## config.mk

```make
export PLATFORM = sky130hd
export DESIGN_NAME = note_player
export DESIGN_NICKNAME = d
export VERILOG_FILES = /design/src/rtl/piano_pkg.sv /design/src/rtl/tone_gen.sv /design/src/rtl/note_player.sv
export SDC_FILE = /design/constraint.sdc
export NUM_CORES = 1
export LEC_CHECK = 0
export ABC_AREA = 0
export CORE_MARGIN = 2
export CORE_UTILIZATION = 26
export CTS_CLUSTER_SIZE = 25
export DETAILED_ROUTE_END_ITERATION = 10
export PLACE_DENSITY = 0.52
export SLEW_MARGIN = 30
export SYNTH_ARGS = -nofsm -noshare
export SYNTH_HDL_FRONTEND = slang
export SYNTH_HIERARCHICAL = 1
export SYNTH_SLANG_ARGS = --single-unit
```

## constraint.sdc

```tcl
create_clock -name CLOCK_50 -period 5.2 [get_ports CLOCK_50]
set_clock_uncertainty 0.1 [all_clocks]
set_input_delay 0.78 -clock CLOCK_50 [delete_from_list [all_inputs] [get_ports CLOCK_50]]
set_output_delay 0.78 -clock CLOCK_50 [all_outputs]
set_load 0.02 [all_outputs]
```

## src/rtl/piano_pkg.sv

```systemverilog
// Definitions shared by the piano recorder and the note player.
// Covers key codes, timeline width, default timing constants and the playback FSM states.
package piano_pkg;

    localparam int TIME_W       = 13;
    localparam int HALF_W       = 17;
    localparam int TICK_DIV_DEF = 500000;
    localparam int HALF_DO_DEF  = 95420;
    localparam int HALF_RE_DEF  = 85034;
    localparam int HALF_MI_DEF  = 75758;

    localparam logic [TIME_W-1:0] TIME_ONE = 13'd1;
    localparam logic [TIME_W-1:0] TIME_MAX = 13'd8191;

    typedef enum logic [1:0] {
        KEY_NONE = 2'b00,
        KEY_DO   = 2'b01,
        KEY_RE   = 2'b10,
        KEY_MI   = 2'b11
    } key_t;

    typedef enum logic [2:0] {
        ST_IDLE  = 3'd0,
        ST_FETCH = 3'd1,
        ST_WAIT  = 3'd2,
        ST_SOUND = 3'd3,
        ST_NEXT  = 3'd4,
        ST_DONE  = 3'd5
    } state_t;

    function automatic logic [TIME_W-1:0] sat_inc(input logic [TIME_W-1:0] t);
        return (t == TIME_MAX) ? t : t + TIME_ONE;
    endfunction

endpackage

```

## src/rtl/tone_gen.sv

```systemverilog
// Square-wave generator for the active key.
// The half-period counter restarts on every key change; the output is silent for KEY_NONE.
module tone_gen
    import piano_pkg::*;
#(
    parameter int HALF_DO = HALF_DO_DEF,
    parameter int HALF_RE = HALF_RE_DEF,
    parameter int HALF_MI = HALF_MI_DEF
) (
    input  logic       CLOCK_50,
    input  logic       reset,
    input  logic [1:0] key_active,
    output logic       tone_out
);

    logic [HALF_W-1:0] half_s;
    logic [HALF_W-1:0] cnt_r;
    logic              tone_r;
    logic [1:0]        key_prev_r;

    function automatic logic [HALF_W-1:0] half_of(input logic [1:0] key);
        case (key)
            KEY_DO:  return HALF_W'(HALF_DO);
            KEY_RE:  return HALF_W'(HALF_RE);
            KEY_MI:  return HALF_W'(HALF_MI);
            default: return 17'd0;
        endcase
    endfunction

    assign half_s = half_of(key_active);

    // Reloading with HALF-2 on a change puts the first rising edge HALF cycles after key onset.
    always_ff @(posedge CLOCK_50 or posedge reset) begin
        if (reset) begin
            cnt_r      <= 17'd0;
            tone_r     <= 1'b0;
            key_prev_r <= KEY_NONE;
        end else begin
            key_prev_r <= key_active;
            if (key_active == KEY_NONE) begin
                cnt_r  <= 17'd0;
                tone_r <= 1'b0;
            end else if (key_active != key_prev_r) begin
                cnt_r  <= half_s - 17'd2;
                tone_r <= 1'b0;
            end else if (cnt_r == 17'd0) begin
                cnt_r  <= half_s - 17'd1;
                tone_r <= ~tone_r;
            end else begin
                cnt_r <= cnt_r - 17'd1;
            end
        end
    end

    // Mask so silence and key changes show up in the same cycle as key_active.
    assign tone_out = tone_r & (key_active != KEY_NONE) & (key_active == key_prev_r);

endmodule

```

## src/rtl/note_player.sv

```systemverilog
// Monophonic playback of recorded note events against a 0.01 s tick timeline.
// Events stay in the buffer after playback so a sequence can be replayed.
module note_player
    import piano_pkg::*;
#(
    parameter int TICK_DIV = TICK_DIV_DEF,
    parameter int DEPTH    = 16,
    parameter int HALF_DO  = HALF_DO_DEF,
    parameter int HALF_RE  = HALF_RE_DEF,
    parameter int HALF_MI  = HALF_MI_DEF
) (
    input  logic                     CLOCK_50,
    input  logic                     reset,
    input  logic                     wr_en,
    input  logic [1:0]               wr_key,
    input  logic [12:0]              wr_start,
    input  logic [12:0]              wr_dur,
    input  logic                     clear,
    input  logic                     play,
    input  logic                     stop,
    output logic                     full,
    output logic [$clog2(DEPTH):0]   count,
    output logic                     busy,
    output logic [1:0]               key_active,
    output logic                     tone_out,
    output logic [12:0]              play_time,
    output logic                     done
);

    localparam int AW = $clog2(DEPTH);
    localparam int CW = AW + 1;
    localparam int PW = (TICK_DIV > 2) ? $clog2(TICK_DIV) : 1;
    localparam logic [PW-1:0] PRESC_LOAD = PW'(TICK_DIV - 1);
    localparam logic [CW-1:0] DEPTH_C    = CW'(DEPTH);
    localparam logic [CW-1:0] CNT_ONE    = CW'(1);

    logic [1:0]        mem_key_r   [DEPTH];
    logic [TIME_W-1:0] mem_start_r [DEPTH];
    logic [TIME_W-1:0] mem_dur_r   [DEPTH];

    state_t            state_r, state_nxt_s;
    logic [CW-1:0]     count_r, count_nxt_s;
    logic              full_r, busy_r, done_r;
    logic [AW-1:0]     rd_idx_r;
    logic [PW-1:0]     presc_r;
    logic [TIME_W-1:0] play_time_r, remain_r;
    logic [1:0]        ev_key_r, key_active_r;
    logic [TIME_W-1:0] ev_start_r, ev_dur_r;
    logic              tick_s, wr_ok_s, play_go_s, play_empty_s, start_sound_s, adv_s;

    assign tick_s  = (state_r != ST_IDLE) && (presc_r == '0);
    assign wr_ok_s = (state_r == ST_IDLE) && wr_en && !clear && !full_r;

    // Next state and one-cycle control strobes; stop overrides everything.
    always_comb begin
        state_nxt_s   = state_r;
        play_go_s     = 1'b0;
        play_empty_s  = 1'b0;
        start_sound_s = 1'b0;
        adv_s         = 1'b0;
        if (stop) begin
            state_nxt_s = ST_IDLE;
        end else begin
            case (state_r)
                ST_IDLE: begin
                    if (play && count_r == '0) begin
                        play_empty_s = 1'b1;
                    end else if (play) begin
                        play_go_s   = 1'b1;
                        state_nxt_s = ST_FETCH;
                    end else begin
                        state_nxt_s = ST_IDLE;
                    end
                end
                ST_FETCH: state_nxt_s = ST_WAIT;
                ST_WAIT: begin
                    if (play_time_r >= ev_start_r && ev_dur_r == '0) begin
                        state_nxt_s = ST_NEXT;
                    end else if (play_time_r >= ev_start_r) begin
                        state_nxt_s   = ST_SOUND;
                        start_sound_s = 1'b1;
                    end else begin
                        state_nxt_s = ST_WAIT;
                    end
                end
                ST_SOUND: begin
                    if (tick_s && remain_r == TIME_ONE) begin
                        state_nxt_s = ST_NEXT;
                    end else begin
                        state_nxt_s = ST_SOUND;
                    end
                end
                ST_NEXT: begin
                    if ({1'b0, rd_idx_r} == count_r - CNT_ONE) begin
                        state_nxt_s = ST_DONE;
                    end else begin
                        state_nxt_s = ST_FETCH;
                        adv_s       = 1'b1;
                    end
                end
                ST_DONE:  state_nxt_s = ST_IDLE;
                default:  state_nxt_s = ST_IDLE;
            endcase
        end
    end

    // Buffer occupancy: clear beats a simultaneous write.
    always_comb begin
        count_nxt_s = count_r;
        if (state_r == ST_IDLE && clear) begin
            count_nxt_s = '0;
        end else if (wr_ok_s) begin
            count_nxt_s = count_r + CNT_ONE;
        end else begin
            count_nxt_s = count_r;
        end
    end

    // Event storage, written in arrival order.
    always_ff @(posedge CLOCK_50) begin
        if (wr_ok_s) begin
            mem_key_r[count_r[AW-1:0]]   <= wr_key;
            mem_start_r[count_r[AW-1:0]] <= wr_start;
            mem_dur_r[count_r[AW-1:0]]   <= wr_dur;
        end
    end

    // FSM state, timeline and registered outputs.
    always_ff @(posedge CLOCK_50 or posedge reset) begin
        if (reset) begin
            state_r      <= ST_IDLE;
            count_r      <= '0;
            full_r       <= 1'b0;
            busy_r       <= 1'b0;
            done_r       <= 1'b0;
            rd_idx_r     <= '0;
            presc_r      <= PRESC_LOAD;
            play_time_r  <= '0;
            remain_r     <= '0;
            ev_key_r     <= KEY_NONE;
            ev_start_r   <= '0;
            ev_dur_r     <= '0;
            key_active_r <= KEY_NONE;
        end else begin
            state_r <= state_nxt_s;
            count_r <= count_nxt_s;
            full_r  <= (count_nxt_s == DEPTH_C);
            busy_r  <= (state_nxt_s != ST_IDLE);
            done_r  <= play_empty_s || (state_nxt_s == ST_DONE);

            if (play_go_s) begin
                presc_r     <= PRESC_LOAD;
                play_time_r <= '0;
                rd_idx_r    <= '0;
            end else begin
                if (tick_s) begin
                    presc_r     <= PRESC_LOAD;
                    play_time_r <= sat_inc(play_time_r);
                end else if (state_r != ST_IDLE) begin
                    presc_r <= presc_r - 1'b1;
                end
                if (adv_s) begin
                    rd_idx_r <= rd_idx_r + 1'b1;
                end
            end

            if (state_r == ST_FETCH) begin
                ev_key_r   <= mem_key_r[rd_idx_r];
                ev_start_r <= mem_start_r[rd_idx_r];
                ev_dur_r   <= mem_dur_r[rd_idx_r];
            end

            if (start_sound_s) begin
                remain_r <= ev_dur_r;
            end else if (state_r == ST_SOUND && tick_s) begin
                remain_r <= remain_r - TIME_ONE;
            end

            if (start_sound_s) begin
                key_active_r <= ev_key_r;
            end else if (state_nxt_s != ST_SOUND) begin
                key_active_r <= KEY_NONE;
            end
        end
    end

    assign full       = full_r;
    assign count      = count_r;
    assign busy       = busy_r;
    assign done       = done_r;
    assign play_time  = play_time_r;
    assign key_active = key_active_r;

    tone_gen #(
        .HALF_DO (HALF_DO),
        .HALF_RE (HALF_RE),
        .HALF_MI (HALF_MI)
    ) u_tone_gen (
        .CLOCK_50   (CLOCK_50),
        .reset      (reset),
        .key_active (key_active_r),
        .tone_out   (tone_out)
    );

endmodule

```

==> impl_metrics.toml, run 1 <==
[status]
outcome = "finished, final reports clean"

[clock_network]
clk_latency_ps = 650
clockBufferDepth = 3
cts_inserted_buffers = 58
clkSinkCount = 558
htreeDepth = 2
cts_tree = "yes"
cts_resized = 0
postCtsSetupBuffers = 0
postCtsHoldBufs = 0
ctsRootBufferMaster = "clkbuf_16"
clk_pin_slew_ps = 60

[floorplan]
start_util = 0.262
io-pin-count = 58
fp.dieArea_mm2 = 0.0927
die-height_um = 304
placementRows = 110
coreArea_mm2 = 0.0897
die_x_um = 304

[global_routing]
antenna_found_initial = 3
overflow = 0
grt_pass1_wl_um = 88200
grt_pass1_vias = 13773
grt_max_degree = 62
grt_usage = 0.125

[synth]
ys.flop_type = "edfxtp_1"
synth-seq-cells = 558
netlist_area_mm2 = 0.0235
synth_edf_count = 448
syn_avg_cell_area_um2 = 15.7
syn_inst = 1500
async_reset_ff_frac = 0.197
synth_warnings = 6
synth_cell_types = 88
ys_seq_area_frac = 0.691
synth_fp_nets = 1565

[layout]
final_area_mm2 = 0.0277
final_nets = 1634
areaGrowthSynthToFinish_pct = 17.8
fillers = 8824
diodes = 0
final_cells = 2794
final_common_cell = "edfxtp_1"
layout_common_cells = "edfxtp_1 (448), nand2_1 (118), mux2i_1 (115)"
drive_gt1_frac = 0.145

[worst_setup_path]
critPathCaptureType = "primary output"
critPathTopFamily = "buffers and inverters"
path_cells = "inv_1, ha_1, inv_1, and3_1, clkdlybuf4s50_1"
startpoint_type = "flop"
cpMostUsedCell = "inv_1"
cp.arrival_ps = 2990
crit_required_ps = 4320
path_class = "reg -> out"
cpPeakStageDelay_ps = 640
cp_max_fo = 17
critical-path-slowest-cell = "ha_1"
crit_buf_inv = 3

[power_and_ir_drop]
power_leakage_nw = 8.82
peakVddDrop_mv = 0.284
power_density_mw_per_mm2 = 389
power_mw = 10.8

[sta]
fin_crit_ps = 3870
max_freq_mhz = 259
setup_violations = 0
worst_hold_slack_ps = 382
maxSlewHeadroom = 0.431
drv_slew = 0
tns_ps = 0
worst-slew-pin-transition_ps = 854
grt_setup_unrepaired = "no"
hold_viol_final = 0
fin_crit_sh = 0.744

[place]
portBuffers = 57
hpwl_um = 38100
place_inst = 2685
gp_congestion = 0.780
placed_area_mm2 = 0.0258

[detailed_routing]
wl_per_cell_um = 20.6
route.vias.total = 13326
routed_wirelength_um = 57700
viasPerCell = 4.77
drc = 0
postRouteAntennaNets = 0
drtIter0Drc = 962
first_pass_iters = 5

[job]
drv_cap = 0

[hold_path]
min_path_type = "reg -> reg"
==> synth_stat cells, types with 7 or more instances <==
master	number	area, um2
a211oi_1	7	52.6
a21oi_1	33	165
and2_1	9	56.3
buf_1	7	26.3
buf_2	15	75.1
clkbuf_1	54	203
dfrtp_1	99	2480
dfstp_2	11	289
edfxtp_1	448	13500
ha_1	31	388
inv_1	36	135
mux2i_1	115	1150
mux4_2	56	1260
nand2_1	119	447
nand2b_1	7	43.8
nand3_1	18	90.1
nand4_1	14	87.6
nor2_1	64	240
nor3_1	29	145
o21ai_0	52	260
o221ai_1	86	753
or3_1	15	93.8
xnor2_1	30	263
xor2_1	17	149
==> through the flow <==
stage | utilization | setup slack [ps]
detailed placement | 0.288 | 1590
global placement | 0.284 | 1430
floorplan | - | 1130
CTS | 0.308 | 1280
finish | 0.308 | 1330
global route | 0.308 | 1150
==> path summary, 6_finish.rpt <==
path / slack [ps] / from / cells past startpoint / end
setup / recovery: 1330 / key_active[0]$_DFFE_PP0P_ / 5 / tone_out
hold / removal: 380 / ev_start_r[3]$_DFFE_PP0P_ / 2 / ev_start_r[3]$_DFFE_PP0P_
setup reg to reg: 1940 / u_tone_gen/cnt_r[1]$_DFF_PP0_ / 10 / u_tone_gen/cnt_r[16]$_DFF_PP0_
hold reg to reg: 380 / ev_start_r[3]$_DFFE_PP0P_ / 2 / ev_start_r[3]$_DFFE_PP0P_
max in group asynchronous: 3440 / reset / 3 / remain_r[4]$_DFFE_PP0P_
min in group asynchronous: 650 / reset / 2 / u_tone_gen/cnt_r[11]$_DFF_PP0_
==> layer usage <==
layer | track usage | vias up | part of all wire
met3 | 0.0202 | 84 | 0.046
met5 | 0 | - | 0
met1 | 0.162 | 6867 | 0.43
met4 | 0.0397 | 0 | 0.026
li1 | - | 6073 | -
met2 | 0.212 | 302 | 0.50
==> where the power goes <==
part           switching [mW]  leakage, nW  total [mW]  internal (mW)
logic                   0.835         2.49        1.37          0.540
registers               0.238         5.44        5.37           5.13
clock network            1.78        0.889        4.01           2.23
==> worst register-to-register path, stage by stage, from the launching register on <==
cell and delay, ps:
dfrtp_1 430, nor4_4 490, nand4_4 240, nor2_1 560, a21oi_1 160, ha_1 260
inv_1 150, a311o_1 180, nor3_2 80, a2111oi_0 380, nor3_1 100
==> state kept, by name, summed over array words and instances, names as in the netlist, 5 cells and up <==
signal	flops
presc_r	19
mem_start_r	208
u_tone_gen/cnt_r	17
mem_dur_r	208
remain_r	13
ev_start_r	13
ev_dur_r	13
mem_key_r	32
play_time	13
count	5
==> kinds of logic (layout without fill, tap and decap cells) <==
group,count (synthesis),count (layout),synth area share
xor+xnor,47,47,0.0175
buf+inv,115,233,0.0198
simple gates,335,335,0.0758
fa+ha+maj,31,31,0.0165
compound gates,242,242,0.0762
flops,558,558,0.691
mux,172,172,0.103
==> final cells by class <==
cell class,count,area (um2),area share
Clock inverter,36,287,0.0104
Multi-Input combinational cell,827,6920,0.250
Tap cell,1176,1470,0.0532
Inverter,37,143,0.00516
Sequential cell,558,16200,0.587
Clock buffer,73,1560,0.0564
Timing Repair Buffer,87,1060,0.0384
Power figures use the tool's default switching activity.
==> inputs of run 2 (changes only) <==
==> constraint.sdc (replaced) <==
create_clock -name CLOCK_50 -period 3.6 [get_ports CLOCK_50]
set_clock_uncertainty 0.1 [all_clocks]
set_input_delay 0.54 -clock CLOCK_50 [delete_from_list [all_inputs] [get_ports CLOCK_50]]
set_output_delay 0.54 -clock CLOCK_50 [all_outputs]
set_load 0.02 [all_outputs]
==> impl_metrics.toml, run 2 (synthesis results as in run 1) <==
[status]
outcome = "finished, final reports clean"

[layout]
diodes = 0
drive_gt1_frac = 0.154
fillers = 8860
final_common_cell = "edfxtp_1"
final_area_mm2 = 0.0277
layout_common_cells = "edfxtp_1 (448), nand2_1 (118), mux2i_1 (115)"
final_nets = 1649
areaGrowthSynthToFinish_pct = 18.1

[detailed_routing]
first_pass_iters = 5
route.vias.total = 13441
viasPerCell = 4.79
drc = 0
wl_per_cell_um = 20.2
drtIter0Drc = 1042
routed_wirelength_um = 56800
postRouteAntennaNets = 0

[global_routing]
overflow = 0
grt_max_degree = 57
grt_usage = 0.121
grt_pass1_wl_um = 85700
grt_pass1_vias = 13401
antenna_found_initial = 4

[floorplan]
io-pin-count = 58
start_util = 0.262
fp.dieArea_mm2 = 0.0927
die_x_um = 304
placementRows = 110
die-height_um = 304
coreArea_mm2 = 0.0897

[sta]
hold_viol_final = 0
tns_ps = 0
drv_slew = 0
maxSlewHeadroom = 0.465
grt_setup_unrepaired = "no"
fin_crit_sh = 0.919
worst-slew-pin-transition_ps = 801
setup_violations = 0
setup_ws_ps = 293
max_freq_mhz = 302
fin_crit_ps = 3310

[clock_network]
clockBufferDepth = 3
cts_inserted_buffers = 57
cts_resized = 1
clkSinkCount = 558
htreeDepth = 2
cts_tree = "yes"
clk_latency_ps = 630
clk_pin_slew_ps = 60
postCtsSetupBuffers = 0
ctsRootBufferMaster = "clkbuf_16"
postCtsHoldBufs = 0

[power_and_ir_drop]
peakVddDrop_mv = 0.400
power_mw = 15.6
power_leakage_nw = 8.84
power_density_mw_per_mm2 = 562

[worst_setup_path]
r2r-end = "u_tone_gen/cnt_r[4]$_DFF_PP0_"
crit_required_ps = 2960
ff2ff_path_depth = 11
worstReg2RegStart = "key_active[0]$_DFFE_PP0P_"
startpoint_type = "flop"
path_class = "reg -> out"
reg2reg_slack_ps = 530
critPathCaptureType = "primary output"
cp_max_fo = 17
cp.arrival_ps = 2670

[place]
dp_slack_ps = 557
gp_congestion = 0.824
hpwl_um = 35300
placed_area_mm2 = 0.0259
portBuffers = 57

[job]
drv_cap = 0

[hold_path]
min_path_type = "in -> async"
==> run 2: worst max path at each step <==
stage                                          from                       endpoint  slack (ps)  depth (start not counted)
final                     key_active[0]$_DFFE_PP0P_                       tone_out         290                          5
after global routing      key_active[1]$_DFFE_PP0P_                       tone_out         150                          5
after CTS                 key_active[1]$_DFFE_PP0P_                       tone_out         250                          5
after detailed placement  key_active[1]$_DFFE_PP0P_  u_tone_gen/cnt_r[4]$_DFF_PP0_         560                         10
after global placement                        clear   mem_start_r[2][11]$_DFFE_PP_         670                          5
after floorplan                state_r[0]$_DFF_PP0_     mem_dur_r[10][0]$_DFFE_PP_         270                          6
==> run 2: per-stage QoR <==
step                 util  hold WS, ps  std cells
floorplan               -          350       1500
global placement    0.288          373       2701
detailed placement  0.288          376       2701
CTS                 0.309          246       2806
global route        0.309          295       2806
finish              0.309          251       2806
==> run 2: power breakdown <==
group / switching (mW) / leakage (nW) / internal [mW]
sequential: 0.351 / 5.44 / 7.42
combinational: 1.17 / 2.51 / 0.799
clock: 2.53 / 0.891 / 3.32
total: 4.05 / 8.84 / 11.5
==> run 2: critical path, stage by stage (launching register included) <==
cell,delay (ps)
dfrtp_1,470
inv_1,150
ha_2,440
inv_1,240
and3_1,200
clkdlybuf4s50_1,530
==> run 2: final cells by class <==
type                            count  area [um2]  area share
Sequential cell                   558       16200       0.585
Inverter                           37         141     0.00510
Tap cell                         1176        1470      0.0531
Clock buffer                       69        1490      0.0538
Clock inverter                     36         362      0.0130
Timing Repair Buffer              103        1090      0.0394
Multi-Input combinational cell    827        6940       0.250
==> run 2: routing by layer <==
metal | track usage | wire, um
met2 | 0.200 | 27300
met4 | 0.0329 | 1280
met3 | 0.0179 | 2740
met5 | 0 | 13
met1 | 0.165 | 25500
==> inputs of run 3 (changes only) <==
--- a/config.mk
+++ b/config.mk
@@ -7,10 +7,11 @@
 export LEC_CHECK = 0
 export ABC_AREA = 0
 export CORE_MARGIN = 2
-export CORE_UTILIZATION = 26
+export CORE_UTILIZATION = 62
+export CTS_CLUSTER_DIAMETER = 100
 export CTS_CLUSTER_SIZE = 25
 export DETAILED_ROUTE_END_ITERATION = 10
-export PLACE_DENSITY = 0.52
+export PLACE_DENSITY = 0.92
 export SLEW_MARGIN = 30
 export SYNTH_ARGS = -nofsm -noshare
 export SYNTH_HDL_FRONTEND = slang
==> impl_metrics.toml, run 3 (synthesis results as in run 1) <==
[power_and_ir_drop]
peakVddDrop_mv = 0.420
seqPwrFrac = 0.599
p_sw_mw = 3.42
power.internal_mw = 9.60
p_sw_frac = 0.263
power_density_mw_per_mm2 = 504
combPwrFrac = 0.149
power_leakage_nw = 8.37
power_mw = 13.0
clock_power_share = 0.253

[global_routing]
antenna_found_initial = 4
grt_max_degree = 57
grt_usage = 0.281
overflow = 0
grt_pass1_vias = 14030
grt_pass1_wl_um = 83100

[layout]
areaGrowthSynthToFinish_pct = 9.93
drive_gt1_frac = 0.134
post-route-util = 0.688
multi_input_area_mm2 = 0.00693
fillers = 2285
layout_common_cells = "edfxtp_1 (448), nand2_1 (118), mux2i_1 (115)"
regArea_mm2 = 0.0162
final_common_cell = "edfxtp_1"
final_nets = 1634

[floorplan]
io-pin-count = 58
fp.dieArea_mm2 = 0.0394
die-height_um = 199
placementRows = 71
coreArea_mm2 = 0.0375
die_x_um = 199
start_util = 0.626

[clock_network]
clockBufferDepth = 3
clk_latency_ps = 610
cts_resized = 0
postCtsSetupBuffers = 0
cts_inserted_buffers = 26
postCtsHoldBufs = 0
ctsRootBufferMaster = "clkbuf_16"
htreeDepth = 1
clk_pin_slew_ps = 100
clkSinkCount = 558
cts_tree = "yes"

[worst_setup_path]
crit_buf_inv = 3
reg2reg_slack_ps = 550
worstReg2RegStart = "state_r[1]$_DFF_PP0_"
cp.arrival_ps = 2790
startpoint_type = "flop"
cp_max_fo = 17
crit_required_ps = 2960
r2r-end = "mem_start_r[13][7]$_DFFE_PP_"
path_cells = "inv_1, ha_1, inv_1, and3_1, clkdlybuf4s50_1"
cpMostUsedCell = "inv_1"
cpPeakStageDelay_ps = 620
critPathTopFamily = "buffers and inverters"
critical-path-slowest-cell = "ha_1"
path_class = "reg -> out"
critPathCaptureType = "primary output"
ff2ff_path_depth = 5

[job]
drv_cap = 0

[hold_path]
min_path_type = "in -> async"

[place]
portBuffers = 57
hpwl_um = 34900
dp_slack_ps = 407
gp_congestion = 0.905

[sta]
drv_slew = 0
tns_ps = 0
grt_setup_unrepaired = "no"
maxSlewHeadroom = 0.473
setup_violations = 0
fin_crit_ps = 3430
worst-slew-pin-transition_ps = 785
max_freq_mhz = 292
fin_crit_sh = 0.952
hold_viol_final = 0
setup_ws_ps = 174

[detailed_routing]
viasPerCell = 6.80
drc = 0
route.vias.total = 14195
routed_wirelength_um = 54200
postRouteAntennaNets = 0
first_pass_iters = 6
drtIter0Drc = 1671
wl_per_cell_um = 25.9

[status]
outcome = "finished, final reports clean"
[run 3: cell count changes in the layout (fill, tap and decap cells not counted), moves of 5 or more]
cell and change:
clkbuf_16 -31, buf_4 +23, bufinv_16 -5, buf_12 -7, clkinv_1 -10, clkinv_2 -10, clkbuf_1 -5, clkinvlp_4 -5
[run 3: final cells by class]
class,instances,share of cell area
inverters,37,0.00543
clock inverters,3,0.00175
multi-input cells,827,0.269
well taps,511,0.0248
repair buffers,119,0.0435
flip-flops and latches,558,0.629
diodes,1,0.0000970
clock buffers,33,0.0271
[run 3: power by group through the flow]
| stage | sequential (mW) | combinational [mW] | clock, mW |
|---|---|---|---|
| after CTS | 7.78 | 1.92 | 3.33 |
| after global placement | 7.87 | 1.79 | 0 |
| after detailed placement | 7.92 | 1.90 | 0 |
| after global routing | 7.84 | 2.14 | 3.54 |
| after floorplan | 7.87 | 1.20 | 0 |
| final | 7.79 | 1.94 | 3.29 |
[run 3: worst max-delay path by stage]
stage / startpoint / to / slack, ps / depth (start not counted)
final: key_active[1]$_DFFE_PP0P_ / tone_out / 170 / 5
after detailed placement: clear / mem_key_r[13][0]$_DFFE_PP_ / 410 / 5
after global routing: key_active[1]$_DFFE_PP0P_ / tone_out / 40 / 5
after floorplan: state_r[0]$_DFF_PP0_ / mem_dur_r[10][0]$_DFFE_PP_ / 270 / 6
after global placement: clear / mem_start_r[8][10]$_DFFE_PP_ / 550 / 5
after CTS: key_active[1]$_DFFE_PP0P_ / tone_out / 160 / 5
[run 3: per-layer routing]
metal / vias to the layer above / part of all wire / global-route usage
li1: 6040 / - / -
met1: 7107 / 0.37 / 0.386
met2: 917 / 0.50 / 0.472
met3: 131 / 0.10 / 0.0420
met4: 0 / 0.031 / 0.0857
met5: - / 0 / 0
[run 3: stage by stage]
stage               cell area [um2]  hold slack, ps  cells
floorplan                     23500             350   1500
global placement              25100             367   2052
detailed placement            25100             374   2052
CTS                           25800             279   2088
global route                  25800             301   2088
finish                        25800             267   2089
